## src/rtl/alu_seq_pkg.sv

```systemverilog
// alu_seq_pkg: opcode map and FSM state encoding shared by alu_seq and alu_seq_comb
package alu_seq_pkg;
  localparam logic [3:0] OP_ADD  = 4'h0;
  localparam logic [3:0] OP_SUB  = 4'h1;
  localparam logic [3:0] OP_AND  = 4'h2;
  localparam logic [3:0] OP_XOR  = 4'h3;
  localparam logic [3:0] OP_OR   = 4'h4;
  localparam logic [3:0] OP_NOT  = 4'h5;
  localparam logic [3:0] OP_ASL  = 4'h6;
  localparam logic [3:0] OP_LSL  = 4'h7;
  localparam logic [3:0] OP_ASR  = 4'h8;
  localparam logic [3:0] OP_LSR  = 4'h9;
  localparam logic [3:0] OP_ADD4 = 4'hA;
  localparam logic [3:0] OP_MUL  = 4'hB;
  typedef enum logic [1:0] {S_IDLE, S_SHIFT, S_MUL, S_DONE} state_t;
  function automatic logic is_shift(input logic [3:0] op);
    return op inside {OP_ASL, OP_LSL, OP_ASR, OP_LSR};
  endfunction
endpackage

```

## src/rtl/alu_seq_comb.sv

```systemverilog
// alu_seq_comb: single-cycle ops (add/sub/and/xor/or/not/a+4b); other opcodes pass a through
// Carry/overflow outputs exist only with ALU_SEQ_FLAGS_EN.
module alu_seq_comb
  import alu_seq_pkg::*;
#(
  parameter int WIDTH = 32
) (
  input  logic [WIDTH-1:0] a,
  input  logic [WIDTH-1:0] b,
  input  logic [3:0]       alu_sel,
  output logic [WIDTH-1:0] y
`ifdef ALU_SEQ_FLAGS_EN
  ,output logic            c
  ,output logic            v
`endif
);
  logic [WIDTH-1:0] opb, sum;
  logic cin, arith;
  // sub and a+(b<<2) share the adder with add
  assign opb = alu_sel == OP_SUB ? ~b : alu_sel == OP_ADD4 ? b << 2 : b;
  assign cin = alu_sel == OP_SUB;
  assign arith = alu_sel inside {OP_ADD, OP_SUB, OP_ADD4};
`ifdef ALU_SEQ_FLAGS_EN
  logic cout;
  assign {cout, sum} = {1'b0, a} + {1'b0, opb} + (WIDTH+1)'(cin);
  assign c = arith & cout;
  assign v = (alu_sel == OP_ADD || alu_sel == OP_SUB) & (a[WIDTH-1] == opb[WIDTH-1]) & (sum[WIDTH-1] != a[WIDTH-1]);
`else
  assign sum = a + opb + WIDTH'(cin);
`endif
  assign y = arith ? sum :
             alu_sel == OP_AND ? a & b :
             alu_sel == OP_XOR ? a ^ b :
             alu_sel == OP_OR  ? a | b :
             alu_sel == OP_NOT ? ~a : a;
endmodule

```

## src/rtl/alu_seq.sv

```systemverilog
// alu_seq: multi-cycle ALU, 1-bit/cycle shifter and shift-add multiplier behind valid/ready
// Optional Z/C/V flag outputs with ALU_SEQ_FLAGS_EN.
module alu_seq
  import alu_seq_pkg::*;
#(
  parameter int WIDTH = 32,
  parameter int SHW   = $clog2(WIDTH)
) (
  input  logic             clk,
  input  logic             rst,
  input  logic             in_valid,
  output logic             in_ready,
  input  logic [WIDTH-1:0] a,
  input  logic [WIDTH-1:0] b,
  input  logic [3:0]       alu_sel,
  output logic             out_valid,
  input  logic             out_ready,
  output logic [WIDTH-1:0] result
`ifdef ALU_SEQ_FLAGS_EN
  ,output logic            flag_z
  ,output logic            flag_c
  ,output logic            flag_v
`endif
);
  state_t state_q, state_d;
  logic [SHW:0] cnt_q, cnt_d;
  logic [3:0] op_q, op_d;
  logic [WIDTH-1:0] work_q, work_d, mplier_q, mplier_d, acc_q, acc_d, res_q, res_d;
  logic [WIDTH-1:0] comb_y, sh, acc_n;
  logic [SHW-1:0] amt;
`ifdef ALU_SEQ_FLAGS_EN
  logic cf, vf, z_q, z_d, c_q, c_d, v_q, v_d;
  alu_seq_comb #(.WIDTH(WIDTH)) u_comb (.a(a), .b(b), .alu_sel(alu_sel), .y(comb_y), .c(cf), .v(vf));
  assign flag_z = z_q;
  assign flag_c = c_q;
  assign flag_v = v_q;
`else
  alu_seq_comb #(.WIDTH(WIDTH)) u_comb (.a(a), .b(b), .alu_sel(alu_sel), .y(comb_y));
`endif
  assign amt = b[SHW-1:0];
  assign in_ready = state_q == S_IDLE;
  assign out_valid = state_q == S_DONE;
  assign result = res_q;
  // work_q is the shift operand in SHIFT and the multiplicand in MUL
  assign sh = op_q == OP_ASR ? {work_q[WIDTH-1], work_q[WIDTH-1:1]} :
              op_q == OP_LSR ? {1'b0, work_q[WIDTH-1:1]} : {work_q[WIDTH-2:0], 1'b0};
  assign acc_n = mplier_q[0] ? acc_q + work_q : acc_q;
  always_comb begin
    state_d = state_q;
    cnt_d = cnt_q;
    op_d = op_q;
    work_d = work_q;
    mplier_d = mplier_q;
    acc_d = acc_q;
    res_d = res_q;
`ifdef ALU_SEQ_FLAGS_EN
    z_d = z_q;
    c_d = c_q;
    v_d = v_q;
`endif
    case (state_q)
      S_IDLE: if (in_valid) begin
        op_d = alu_sel;
        work_d = a;
        mplier_d = b;
        acc_d = '0;
`ifdef ALU_SEQ_FLAGS_EN
        c_d = cf;
        v_d = vf;
`endif
        if (alu_sel == OP_MUL) begin
          state_d = S_MUL;
          cnt_d = (SHW+1)'(WIDTH);
        end else if (is_shift(alu_sel) && amt != '0) begin
          state_d = S_SHIFT;
          cnt_d = {1'b0, amt};
        end else begin
          state_d = S_DONE;
          res_d = is_shift(alu_sel) ? a : comb_y;
        end
      end
      S_SHIFT: begin
        work_d = sh;
        cnt_d = cnt_q - 1'b1;
        if (cnt_q == (SHW+1)'(1)) begin
          state_d = S_DONE;
          res_d = sh;
        end
      end
      S_MUL: begin
        acc_d = acc_n;
        work_d = work_q << 1;
        mplier_d = mplier_q >> 1;
        cnt_d = cnt_q - 1'b1;
        if (cnt_q == (SHW+1)'(1)) begin
          state_d = S_DONE;
          res_d = acc_n;
        end
      end
      S_DONE: if (out_ready) state_d = S_IDLE;
      default: state_d = S_IDLE;
    endcase
`ifdef ALU_SEQ_FLAGS_EN
    if (state_d == S_DONE && state_q != S_DONE) z_d = res_d == '0;
`endif
  end
  always_ff @(posedge clk) begin
    if (rst) begin
      state_q <= S_IDLE;
      cnt_q <= '0;
      op_q <= '0;
      work_q <= '0;
      mplier_q <= '0;
      acc_q <= '0;
      res_q <= '0;
`ifdef ALU_SEQ_FLAGS_EN
      z_q <= 1'b0;
      c_q <= 1'b0;
      v_q <= 1'b0;
`endif
    end else begin
      state_q <= state_d;
      cnt_q <= cnt_d;
      op_q <= op_d;
      work_q <= work_d;
      mplier_q <= mplier_d;
      acc_q <= acc_d;
      res_q <= res_d;
`ifdef ALU_SEQ_FLAGS_EN
      z_q <= z_d;
      c_q <= c_d;
      v_q <= v_d;
`endif
    end
  end
endmodule

```

## config.mk

```make
export PLATFORM = sky130hd
export DESIGN_NAME = alu_seq
export DESIGN_NICKNAME = d
export VERILOG_FILES = /design/src/rtl/alu_seq_pkg.sv /design/src/rtl/alu_seq_comb.sv /design/src/rtl/alu_seq.sv
export SDC_FILE = /design/constraint.sdc
export NUM_CORES = 1
export LEC_CHECK = 0
export BUFFER_PORTS_ARGS = -buffer_cell sky130_fd_sc_hd__buf_2
export CORE_MARGIN = 4
export CORE_UTILIZATION = 30
export DETAILED_ROUTE_END_ITERATION = 6
export PLACE_DENSITY = 0.53
export SETUP_SLACK_MARGIN = 0.4
export SYNTH_ARGS = -nofsm -noshare
export SYNTH_HDL_FRONTEND = slang
export SYNTH_HIERARCHICAL = 1
export SYNTH_SLANG_ARGS = --single-unit
export TNS_END_PERCENT = 1
```

## constraint.sdc

```tcl
create_clock -name clk -period 4.1 [get_ports clk]
set_clock_uncertainty 0.15 [all_clocks]
set_input_delay 0.41 -clock clk [delete_from_list [all_inputs] [get_ports clk]]
set_output_delay 0.41 -clock clk [all_outputs]
set_load 0.05 [all_outputs]
```

==> flow_summary.toml, run 1 <==
[clocking]
clock_latency_ps = 480
cts_sinks = 140
cts_tree = "built"
ctsHoldBuffers = 0
cts_made_buffers = 17
cts_root_buf = "clkbuf_16"
htreeDepth = 4
cts_buffer_depth = 2
clk_pin_slew_ps = 60

[placed_design]
dpl-instance-area_um2 = 16190
dp.cells = 2654
gp_congestion = 0.9577
dp_hpwl_um = 43560
port_buffers = 105

[drt]
drt-initial-drc-count = 1167
drc_errors = 0
firstDrtPassIters = 6
num_vias = 15210
via_per_inst = 5.650
wire_per_inst_um = 21.15
routed_wl_um = 56940
antenna_left = 0

[global_route]
grt_pass1_vias = 14560
grt_max_degree = 72
overflow = 0
grt_usage_pct = 22.00
grt_pass1_wl_um = 87130
antenna_found_initial = 1

[timing]
rsz0062_at_grt = "true"
setup_viol = 0
post-route-period-util_pct = 94.73
finalHoldViolCount = 0
fmax_mhz = 257.5
hold_ws_ps = 134.4
tightest_slew_ps = 1085
min_period_ps = 3884
maxSlewHeadroom_pct = 27.39
fin_tns_setup_ps = 0
slew_violations = 0

[finish]
syn_to_final_growth_pct = 21.17
n_antenna_cell = 0
fillers = 4883
final_nets = 2280
stdcell_area_um2 = 17120
drive_gt1_share_pct = 18.51
instances_no_fill = 2692

[critical_path]
cp_data_required_time_ps = 4270
r2r-start = "work_q[18]"
endpoint_kind = "register"
rr_endpoint = "result[31]"
worstPathMaxFanout = 12
critPathKind = "in2reg"
startpoint_type = "input pin"
rr_worst_depth = 9
cp.arrival_ps = 4050
rrSetupSlack_ps = 410

[yosys]
ys.flop_type = "dfxtp_1"
yosysWarnings = 6
async_flop_share_pct = 0
avgSynthCellArea_um2 = 7.317
synthCells = 1931
synth.distinct_cells = 83
synth_fp_nets = 2139
synthTopCellsByArea = "dfxtp_1 (20%), ha_1 (12%), a211oi_1 (7.5%)"
synth_common_cells = "nor2_1 (255), a21oi_1 (206), nand2_1 (167)"
synth_area_um2 = 14130
ys_seq_area_share_pct = 19.84
synth_area_leader_cell = "dfxtp_1"
synth.most_common_cell = "nor2_1"
synth_edf_count = 0
yosysTopAreaCellShare_pct = 19.84
yosys_register_bits = 140

[floorplanning]
die_y_um = 225.0
die_area_um2 = 50640
ios = 106
core-area_um2 = 46560
rows = 79
start_util_pct = 30.35
die_x_um = 225.0

[hold_path]
hold_class = "in2reg"
hp-start = "in_valid"
worstHoldPathCells = 3
min_to = "op_q[2]"

[run]
max_cap_viol_count = 0

[power]
leakagePower_nw = 7.166
peakVddDrop_mv = 0.4472
powerDensity_nw_per_um2 = 600.7

[status]
outcome = "finished clean"
cell families after synthesis:
group,share of synthesized area (%)
AOI/OAI and AO/OA,31.57
and+or+nand+nor,20.03
buffers and inverters,6.438
DFF,19.84
adders and majority gates,12.20
muxes,6.579
xor gates and xnor gates,3.347
critical path, stage by stage:
cell,delay (ps)
buf_2,130
nor2_4,110
nand3b_1,160
nor2b_4,190
buf_12,140
buf_4,130
a221o_1,330
ha_4,300
nand4_1,140
a211oi_2,340
nor2_1,110
a31oi_1,210
buf_4,150
a311o_1,220
xnor2_1,130
a21oi_1,100
buf_4,180
a211o_1,300
nand3_1,100
a21o_1,90
a31oi_1,60
state kept, by name, indices dropped and copies added, names as in the netlist:
register	count
mplier_q	32
op_q	4
work_q	32
result	32
cnt_q	6
state_q	2
acc_q	32
stage by stage:
step	utilization (%)	worst slack [ps]	power (mW)
after floorplan	-	48.41	6.230
after global placement	34.78	-452.1	8.337
after detailed placement	34.78	-482.1	8.393
after CTS	36.49	236.8	10.23
after global routing	36.78	99.56	10.94
final	36.78	216.2	10.29
cell usage in the layout (no fill, tap or decap), types with 6 or more instances in the layout:
cell type and n:
nor3_1 43, o21ai_1 7, nor2b_1 46, a211o_1 7
a31oi_1 15, inv_1 83, clkbuf_16 17, xor2_1 26
a211oi_1 138, and2_1 6, o22ai_1 11, o21ai_0 58
nand3_1 27, nand4_1 13, and3_1 10, o21a_1 6
o221ai_1 7, dfxtp_1 140, ha_1 120, ha_4 12
o41ai_1 6, buf_2 104, nor2_1 252, nand2_1 166
o211ai_1 10, mux2_2 19, a311oi_1 19, nand2b_1 16
nand3b_1 10, a22oi_1 24, a221o_1 32, a21oi_1 204
a21o_1 37, xnor2_1 28, buf_4 155, mux2i_1 70
buf_12 8
how the worst max path moves through the flow:
stage,from,cells past startpoint,endpoint
after floorplan,alu_sel[0],18,result[29]
after global placement,alu_sel[0],19,result[29]
after detailed placement,alu_sel[0],19,result[29]
after CTS,alu_sel[0],19,result[29]
after global routing,alu_sel[2],19,result[29]
final,alu_sel[3],21,result[25]
routing by layer:
layer	GRT usage (%)	vias to the layer above	share of wire, %	wire length (um)
met1	28.45	7319	44	25150
met3	4.012	86	5.7	3250
li1	-	7358	-	-
met4	9.091	2	3.6	2051
met2	36.19	444	46	26470
met5	0	-	0.023	13
what timing repair did:
| action | in CTS | in global routing |
|---|---|---|
| gates resized for setup | 21 | 17 |
| setup endpoints to repair | 16 | 23 |
| setup buffers | 3 | 3 |
| pin swaps | 18 | 13 |
final cells by class:
class | count | area, um^2 | share of cell area [%]
tap | 607 | 759.5 | 4.436
multi-input combinational | 1560 | 10740 | 62.70
clock buffer | 20 | 456.7 | 2.667
sequential | 140 | 2803 | 16.37
clock inverter | 12 | 185.2 | 1.082
inverter | 84 | 315.3 | 1.842
timing repair buffer | 269 | 1867 | 10.90
report_power, final:
part / switching, mW / internal, mW / leakage (nW) / total, mW
combinational: 4.15 / 2.14 / 5.71 / 6.29
sequential: 0.461 / 1.78 / 1.15 / 2.24
clock: 0.699 / 1.06 / 0.311 / 1.75
(Power assumes the default switching activity.)
==> run 2: changes to the inputs <==
- MAX_ROUTING_LAYER: default -> met4
==> flow_summary.toml, run 2 (same netlist as run 1, synthesis figures left out) <==
[critical_path]
max_stage_delay_ps = 470
worstPathMaxFanout = 8
crit_path_start = "alu_sel[0]"
crit_path_cell_trace = "buf_6, nand3b_1, nor2_4, nor2b_4, buf_8, buf_6, a221o_1, ha_4, a21o_1, a21oi_2, nor2b_1, o31ai_2, a21oi_1, a311o_1, or4b_1, and3_1, mux2_2, o221ai_2, a21oi_2"
rr_endpoint = "result[31]"
endpoint_kind = "register"
rrSetupSlack_ps = 420
cp_data_required_time_ps = 4280
cp.arrival_ps = 4060
critical_path.slowest_cell = "or4b_1"
r2r-start = "work_q[18]"
startpoint_type = "input pin"
critPathKind = "in2reg"
setup.worst_path.end = "result[29]"
rr_worst_depth = 9

[floorplanning]
ios = 106
die_area_um2 = 50640
die_x_um = 225.0
start_util_pct = 30.35
core-area_um2 = 46560
die_y_um = 225.0
rows = 79

[finish]
final_nets = 2295
layout_commonest_cell = "nor2_1"
stdcell_area_um2 = 17220
most-common-layout-cells = "nor2_1 (251), a21oi_1 (200), buf_4 (168), nand2_1 (166)"
drive_gt1_share_pct = 19.06
syn_to_final_growth_pct = 21.85
n_antenna_cell = 0

[drt]
drt-initial-drc-count = 1162
num_vias = 15300
wire_per_inst_um = 21.32
drc_errors = 0
antenna_left = 0
met3WireLength_um = 3236
firstDrtPassIters = 5
met1_length_um = 25710
top_layer = "met4"
via_per_inst = 5.655
wl_met2_um = 26950
routed_wl_um = 57690

[timing]
rsz0062_at_grt = "true"
finalHoldViolCount = 0
min_period_ps = 3883
maxSlewHeadroom_pct = 34.04
fin_tns_setup_ps = 0
fmax_mhz = 257.5
tightest_slew_ps = 985.8
setup_viol = 0
slew_violations = 0
post-route-period-util_pct = 94.70

[clocking]
ctsHoldBuffers = 0
cts_sinks = 140
clock_latency_ps = 480
cts_made_buffers = 17
cts_root_buf = "clkbuf_16"
htreeDepth = 4
cts_buffer_depth = 2
clk_pin_slew_ps = 60
cts_tree = "built"

[hold_path]
worstHoldPathCells = 3
hold_class = "in2reg"

[placed_design]
port_buffers = 105
dp_hpwl_um = 44330
gp_congestion = 0.9719
dpl-instance-area_um2 = 16160

[status]
outcome = "finished clean"

[global_route]
grt_pass1_vias = 14390
grt_pass1_wl_um = 88330
antenna_found_initial = 1
grt_usage_pct = 22.97
grt_max_degree = 65
overflow = 0

[power]
powerDensity_nw_per_um2 = 591.8
peakVddDrop_mv = 0.4342
leakagePower_nw = 7.252

[run]
max_cap_viol_count = 0
==> run 2: layout make-up <==
cell class                 count  area (um^2)
sequential                   140         2803
tap                          607        759.5
inverter                      84        315.3
multi-input combinational   1560        10730
clock inverter                10        116.4
clock buffer                  21        460.4
timing repair buffer         284         2037
fill                        4896        29340
==> run 2: critical path, delay by kind of cell <==
family                     cells  cell delay (ps)
AOI/OAI and AO/OA              8             1610
and+or+nand+nor                6             1150
buffers and inverters          3              380
muxes                          1              280
adders and majority gates      1              230
==> run 2: timing repair <==
item / CTS / global route
setup buffers: 6 / 14
gates resized for setup: 30 / 24
endpoints found under the setup margin: 16 / 22
pin swaps: 25 / 25
gates cloned: 1 / 1
==> run 2: worst min path at each step <==
stage,start,end,slack (ps)
2_1_floorplan,op_q[2],op_q[2],290
3_3_place_gp,op_q[2],op_q[2],300
3_5_place_dp,result[13],result[13],300
4_1_cts,in_valid,op_q[3],80
5_1_grt,in_valid,op_q[1],110
6_report,in_valid,op_q[1],120
==> run 2: where the power goes <==
part           total, mW  switching [mW]  internal, mW
sequential          2.26           0.477          1.78
clock               1.61           0.686         0.922
combinational       6.32            4.15          2.17
total               10.2            5.31          4.88
==> run 2: stage by stage <==
step                      instances  utilization, %  hold slack [ps]  worst slack, ps  total power, mW
after floorplan                1931               -            286.3            48.41            6.230
after global placement         2653           34.71            296.9           -408.2            8.357
after detailed placement       2653           34.71            299.7           -382.5            8.399
after CTS                      2691           36.39            83.38            276.6            10.10
after global routing           2706           36.98            112.0            71.15            10.87
final                          2706           36.98            121.5            217.2            10.19
==> run 2: routing by layer <==
| metal | global-route usage [%] | vias up |
|---|---|---|
| li1 | - | 7378 |
| met1 | 30.15 | 7351 |
| met2 | 36.24 | 474 |
| met3 | 3.725 | 100 |
| met4 | 7.490 | 0 |
| met5 | - | - |
